**src/rtl/pixel_framebuffer_writer.sv**
```systemverilog
// Per-pixel RGB sink: packs pixels to 12-bit RGB and writes them into the back half of a
// double-buffered framebuffer, swapping front/back at vsync once a complete frame is written.
module pixel_framebuffer_writer #(
   parameter int          H_RES    = 320,
   parameter int          V_RES    = 180,
   parameter logic [11:0] BG_COLOR = 12'h000,
   localparam int         PIX_W    = $clog2(H_RES * V_RES)
) (
   input  logic             clk_in,
   input  logic             rst_in,
   input  logic [10:0]      x_in,
   input  logic [10:0]      y_in,
   input  logic             block_visible_in,
   input  logic [3:0]       r_in,
   input  logic [3:0]       g_in,
   input  logic [3:0]       b_in,
   input  logic             rgb_valid_in,
   input  logic             disp_vsync_in,
   output logic [PIX_W:0]   wr_addr_out,
   output logic [11:0]      wr_data_out,
   output logic             wr_en_out,
   output logic             front_buf_out,
   output logic             frame_done_out,
   output logic             overrun_out,
   output logic [15:0]      drop_count_out
);

   typedef enum logic {FILL, WAIT_SWAP} state_t;

   state_t           state, state_next;
   logic             s1_valid, s1_in_bounds, s1_last;
   logic [PIX_W-1:0] s1_x, s1_y;
   logic [11:0]      s1_color;
   logic             vsync_d, vsync_rise;
   logic             back_buf;
   logic             accept, drop, swap;
   logic [PIX_W-1:0] pix_index;

   // Stage 1: capture the pixel and precompute bounds, colour and end-of-frame flag
   always_ff @(posedge clk_in) begin
      if (rst_in) begin
         s1_valid     <= 1'b0;
         s1_in_bounds <= 1'b0;
         s1_last      <= 1'b0;
         s1_x         <= '0;
         s1_y         <= '0;
         s1_color     <= '0;
         vsync_d      <= 1'b0;
      end else begin
         s1_valid     <= rgb_valid_in;
         s1_in_bounds <= (x_in < 11'(H_RES)) && (y_in < 11'(V_RES));
         s1_last      <= (x_in == 11'(H_RES - 1)) && (y_in == 11'(V_RES - 1));
         s1_x         <= PIX_W'(x_in);
         s1_y         <= PIX_W'(y_in);
         s1_color     <= block_visible_in ? {r_in, g_in, b_in} : BG_COLOR;
         vsync_d      <= disp_vsync_in;
      end
   end

   always_ff @(posedge clk_in) begin
      if (rst_in) state <= FILL;
      else        state <= state_next;
   end

   always_comb begin
      state_next = state;
      swap       = 1'b0;
      vsync_rise = disp_vsync_in & ~vsync_d;
      accept     = s1_valid && s1_in_bounds && (state == FILL);
      drop       = s1_valid && !accept;
      pix_index  = s1_y * PIX_W'(H_RES) + s1_x;
      case (state)
         FILL: begin
            // A vsync edge coinciding with the last write is ignored; the next edge swaps
            if (accept && s1_last) state_next = WAIT_SWAP;
         end
         WAIT_SWAP: begin
            if (vsync_rise) begin
               state_next = FILL;
               swap       = 1'b1;
            end
         end
         default: state_next = FILL;
      endcase
   end

   // Stage 2: write port, buffer swap and drop accounting
   always_ff @(posedge clk_in) begin
      if (rst_in) begin
         wr_addr_out    <= '0;
         wr_data_out    <= '0;
         wr_en_out      <= 1'b0;
         front_buf_out  <= 1'b0;
         back_buf       <= 1'b1;
         frame_done_out <= 1'b0;
         overrun_out    <= 1'b0;
         drop_count_out <= '0;
      end else begin
         wr_en_out      <= accept;
         frame_done_out <= swap;
         if (accept) begin
            wr_addr_out <= {back_buf, pix_index};
            wr_data_out <= s1_color;
         end
         if (swap) begin
            front_buf_out <= ~front_buf_out;
            back_buf      <= ~back_buf;
         end
         if (drop) begin
            if (drop_count_out != 16'hFFFF) drop_count_out <= drop_count_out + 16'd1;
            if (state == WAIT_SWAP) overrun_out <= 1'b1;
         end
      end
   end

endmodule

```
**config.mk**
```make
export PLATFORM = sky130hd
export DESIGN_NAME = pixel_framebuffer_writer
export DESIGN_NICKNAME = d
export VERILOG_FILES = /design/src/rtl/pixel_framebuffer_writer.sv
export SDC_FILE = /design/constraint.sdc
export NUM_CORES = 1
export LEC_CHECK = 0
export CAP_MARGIN = 20
export CORE_ASPECT_RATIO = 0.6
export CORE_MARGIN = 5
export CORE_UTILIZATION = 55
export CTS_BUF_LIST = sky130_fd_sc_hd__clkbuf_4 sky130_fd_sc_hd__clkbuf_8
export CTS_CLUSTER_SIZE = 20
export DETAILED_ROUTE_END_ITERATION = 10
export GPL_TIMING_DRIVEN = 0
export PLACE_DENSITY = 0.87
export REMOVE_ABC_BUFFERS = 1
export SLEW_MARGIN = 20
export SYNTH_ARGS = -nofsm -noshare
export SYNTH_HDL_FRONTEND = slang
export SYNTH_SLANG_ARGS = --single-unit
```
**constraint.sdc**
```tcl
create_clock -name clk_in -period 6.65 [get_ports clk_in]
set_clock_uncertainty 0.2 [all_clocks]
set_input_delay 0.9975 -clock clk_in [delete_from_list [all_inputs] [get_ports clk_in]]
set_output_delay 0.9975 -clock clk_in [all_outputs]
set_load 0.03 [all_outputs]
```
==> impl_results.html <==
<table>
<tr><th>Metric</th><th>Value</th></tr>
<tr><th colspan="2">Synthesis</th></tr>
<tr><td>Most common cell in the synthesized netlist</td><td>dfxtp_1</td></tr>
<tr><td>Count of cell types in the netlist</td><td>49</td></tr>
<tr><td>Largest area contributor in the netlist</td><td>dfxtp_1</td></tr>
<tr><td>Top cells by area, synth</td><td>dfxtp_1, ha_1, nand2_1, a21oi_1, nor2b_1</td></tr>
<tr><td>Flops &amp; latches, synth</td><td>88</td></tr>
<tr><td>Warnings from Yosys</td><td>0</td></tr>
<tr><td>Main flop type after synthesis</td><td>dfxtp_1</td></tr>
<tr><td>Cells after synthesis</td><td>between 300 and 400</td></tr>
<tr><td>Number of flops mapped to enable cells by yosys</td><td>0</td></tr>
<tr><td>Area fraction of the dominant cell type after synthesis</td><td>48.6%</td></tr>
<tr><td>Sequential element share of the synthesized area</td><td>48.6%</td></tr>
<tr><td>Post-synth top cells</td><td>dfxtp_1, nand2_1, a21oi_1, nor2_1, nor2b_1</td></tr>
<tr><td>Fraction of registers with async set/reset</td><td>0%</td></tr>
<tr><td>Mean instance size in the synthesized netlist</td><td>9.35 sq um</td></tr>
<tr><td>Synthesized area</td><td>0.00363 sq mm</td></tr>
<tr><th colspan="2">Clock network</th></tr>
<tr><td>CTS tree</td><td>yes</td></tr>
<tr><td>Number of gates given a new drive strength after cts</td><td>0</td></tr>
<tr><td>Clock slew at the register clock pins of the worst setup and hold paths</td><td>0.08 ns</td></tr>
<tr><td>Total number of H-tree levels</td><td>3</td></tr>
<tr><td>Maximum buffer depth of the clock tree</td><td>2</td></tr>
<tr><td># clock sinks</td><td>between 80 and 90</td></tr>
<tr><td>Hold buffers post-CTS</td><td>0</td></tr>
<tr><td>Post-CTS setup repair buffer count</td><td>0</td></tr>
<tr><td>Cell chosen for the clock root</td><td>clkbuf_8</td></tr>
<tr><td>CTS buffer count</td><td>9</td></tr>
<tr><td>Clk Latency, worst-skew pair</td><td>0.35 ns</td></tr>
<tr><th colspan="2">Finish</th></tr>
<tr><td>Storage element area</td><td>roughly 0.0018 sq mm</td></tr>
<tr><td>Multi-input combinational cell area</td><td>0.00174 sq mm</td></tr>
<tr><td>Number of antenna cells inserted</td><td>0</td></tr>
<tr><td>Fraction of layout cells with a size suffix above 1</td><td>4.84%</td></tr>
<tr><td>Layout overhead on the synthesized area</td><td>30.7%</td></tr>
<tr><td>Fin nets</td><td>531</td></tr>
<tr><td>Post-Layout Inst Area</td><td>0.00474 sq mm</td></tr>
<tr><td>Filler Cell Count</td><td>476</td></tr>
<tr><th colspan="2">STA</th></tr>
<tr><td>Final hold violation count</td><td>0</td></tr>
<tr><td>Setup violations, final</td><td>0</td></tr>
<tr><td>Period Utilization, post-route</td><td>43.4%</td></tr>
<tr><td>Unrepaired setup endpoints after global routing</td><td>false</td></tr>
<tr><td>Achievable clock frequency</td><td>between 300 and 400 MHz</td></tr>
<tr><td>Slew of the pin with the lowest slew margin</td><td>roughly 0.8 ns</td></tr>
<tr><td>Aggregate negative setup slack</td><td>0 ns</td></tr>
<tr><td>Worst rel slew slack</td><td>between 40% and 50%</td></tr>
<tr><td>Min Hold Slack</td><td>0.239 ns</td></tr>
<tr><td>Count of final max-slew check failures</td><td>0</td></tr>
<tr><td>Time the final worst path needs with I/O delays and setup</td><td>2.88 ns</td></tr>
<tr><th colspan="2">Detailed routing</th></tr>
<tr><td>Number of detailed-route iterations in the first pass</td><td>4</td></tr>
<tr><td>Via count normalized by instance count</td><td>5.18</td></tr>
<tr><td>Number of routed nets with antenna violations</td><td>0</td></tr>
<tr><td>Number of remaining DRC errors</td><td>0</td></tr>
<tr><td>Total via count after detailed routing</td><td>slightly below 3000</td></tr>
<tr><td>Average wire length per cell after detail routing</td><td>14.4 um</td></tr>
<tr><td>Final routed wirelength across all metal layers</td><td>roughly 8100 um</td></tr>
<tr><td>Initial detailed-routing violation count</td><td>approximately 170</td></tr>
<tr><th colspan="2">Pwr</th></tr>
<tr><td>VDD IR max</td><td>roughly 0.00015 V</td></tr>
<tr><td>Switching share of power</td><td>between 20% and 30%</td></tr>
<tr><td>Combinational share of power</td><td>9.3%</td></tr>
<tr><td>Internal Pwr Total</td><td>approximately 0.82 mW</td></tr>
<tr><td>Sum of internal, switching and leakage power</td><td>1.06 mW</td></tr>
<tr><td>Static leakage</td><td>1.73 nW</td></tr>
<tr><td>Net switching power of the design</td><td>0.235 mW</td></tr>
<tr><td>Sequential group share of total power</td><td>51.5%</td></tr>
<tr><td>Power density normalized to cell area</td><td>223 mW/mm^2</td></tr>
<tr><td>Part of the total power dissipated in the clock network</td><td>39.2%</td></tr>
<tr><th colspan="2">Place</th></tr>
<tr><td>Total of buffers placed on input and output ports</td><td>between 80 and 90</td></tr>
<tr><td>GP Congestion</td><td>between 0.8 and 0.9</td></tr>
<tr><td>Detail Placement HPWL</td><td>roughly 6000 um</td></tr>
<tr><td>Post-placement cell area</td><td>0.00451 sq mm</td></tr>
<tr><th colspan="2">Floorplan</th></tr>
<tr><td>Number of standard-cell rows in the floorplan</td><td>22</td></tr>
<tr><td>Die ar.</td><td>~0.0084 sq mm</td></tr>
<tr><td>Die outline width</td><td>115 um</td></tr>
<tr><td>Die extent in y</td><td>72.9 um</td></tr>
<tr><td>Initial standard-cell utilization of the core</td><td>58.0%</td></tr>
<tr><td>Std-Cell Core Area</td><td>0.00625 sq mm</td></tr>
<tr><td>Number of top-level design ports</td><td>88</td></tr>
<tr><th colspan="2">Critical path</th></tr>
<tr><td>Critical setup path kind</td><td>flop to flop</td></tr>
<tr><td>Crit end category</td><td>flop</td></tr>
<tr><td>CP Data Arrival Time</td><td>2.93 ns</td></tr>
<tr><td>Element type at the critical path start</td><td>flop</td></tr>
<tr><td>Critical path required time</td><td>6.70 ns</td></tr>
<tr><td>Worst-path maximum fanout</td><td>3</td></tr>
<tr><td>Reg-to-reg slack, setup</td><td>3.77 ns</td></tr>
<tr><th colspan="2">Global route</th></tr>
<tr><td>Largest net degree at the start of global routing</td><td>77</td></tr>
<tr><td>First-pass GRT wire length</td><td>about 13000 um</td></tr>
<tr><td>Number of global-route vias before repair</td><td>2827</td></tr>
<tr><td>Global route total overflow</td><td>0</td></tr>
<tr><td>Total GRT Usage</td><td>19.8%</td></tr>
<tr><td>Antenna violations before repair</td><td>0</td></tr>
<tr><th colspan="2">Status</th></tr>
<tr><td>Status</td><td>finished, final reports clean</td></tr>
<tr><th colspan="2">Run</th></tr>
<tr><td>Max Cap Violations</td><td>0</td></tr>
<tr><th colspan="2">Worst hold path</th></tr>
<tr><td>Min-Delay Path Class</td><td>flop to flop</td></tr>
</table>
## final timing paths
path | start | end | cells past startpoint
setup / recovery | s1_y[1]$_SDFF_PP0_ | wr_addr_out[12]$_SDFFE_PP0P_ | 8
hold / removal | s1_color[4]$_SDFF_PP0_ | wr_data_out[4]$_SDFFE_PP0P_ | 2
setup reg to reg | s1_y[1]$_SDFF_PP0_ | wr_addr_out[12]$_SDFFE_PP0P_ | 8
hold reg to reg | s1_color[4]$_SDFF_PP0_ | wr_data_out[4]$_SDFFE_PP0P_ | 2
## power groups by stage
stage          Clock [mW]  Sequential (mW)  Combinational (mW)
3_3_place_gp            0            0.556              0.0948
2_1_floorplan           0            0.557              0.0517
3_5_place_dp            0            0.556              0.0971
6_report            0.415            0.544              0.0979
4_1_cts             0.423            0.544              0.0982
5_1_grt             0.447            0.545               0.108
## registers in the layout, indices dropped and copies added (netlist names)
signal and flops:
wr_addr_out 17, drop_count_out 16, s1_color 12, wr_data_out 12, s1_x 11, s1_y 10, back_buf 1, frame_done_out 1
front_buf_out 1, overrun_out 1, s1_in_bounds 1, s1_last 1, s1_valid 1, state 1, vsync_d 1, wr_en_out 1
## cell usage in the layout (no fill, tap or decap), types with 2 or more instances in the layout
master,instances
dfxtp_1,88
nand2_1,55
nor3_1,2
o21ai_0,11
clkdlybuf4s50_1,86
nand3_1,2
nor2_1,31
nand2b_1,2
clkbuf_8,11
and2_1,13
a21o_1,2
bufinv_16,2
xnor2_1,11
ha_1,19
o21bai_1,2
a211oi_1,7
a21oi_1,32
nor2b_1,25
inv_1,10
nand4_1,10
and4b_1,2
o211ai_1,2
or3_1,5
xor2_1,13
fa_1,2
a211oi_2,2
or2_2,2
and3_1,2
## layout make-up
cell class              instances  area share, %
flip-flops and latches         88           37.2
multi-input cells             275           36.7
repair buffers                 87           18.3
clock buffers                  11           3.19
well taps                      84           2.22
clock inverters                 4           1.61
inverters                      10          0.792
## per-layer routing
layer	part of all wire (%)	routed length [um]	up-vias	track usage (%)
met3	9.1	734	9	9.36
met2	44	3570	79	31.3
met5	0	0	-	0
li1	-	-	1472	-
met4	1.1	91	0	6.64
met1	45	3670	1335	24.0
## stage by stage
step | setup slack [ns] | utilization, % | std cells
final | 3.77 | 75.9 | 559
after global routing | 3.57 | 75.9 | 559
after CTS | 3.74 | 75.9 | 559
after detailed placement | 3.77 | 72.2 | 544
after global placement | 2.10 | 72.2 | 544
after floorplan | 4.05 | - | 373
## cells by family after synthesis
family | count (synthesis) | synth area share (%)
XOR/XNOR | 24 | 5.80
adder cells (fa/ha/maj) | 21 | 7.66
multiplexers | 1 | 0.276
flip-flops | 88 | 48.6
AO/OA/AOI/OAI | 66 | 11.2
buffers and inverters | 25 | 3.55
AND/OR/NAND/NOR | 163 | 22.9
## critical path, cell delays in order, from the launching register on
cell      delay (ns)
dfxtp_1         0.35
ha_1            0.31
ha_1            0.25
fa_1            0.46
ha_1            0.33
a21boi_0        0.29
o21ai_0         0.15
xor2_1          0.17
a211oi_1        0.28
(Power assumes the default switching activity.)
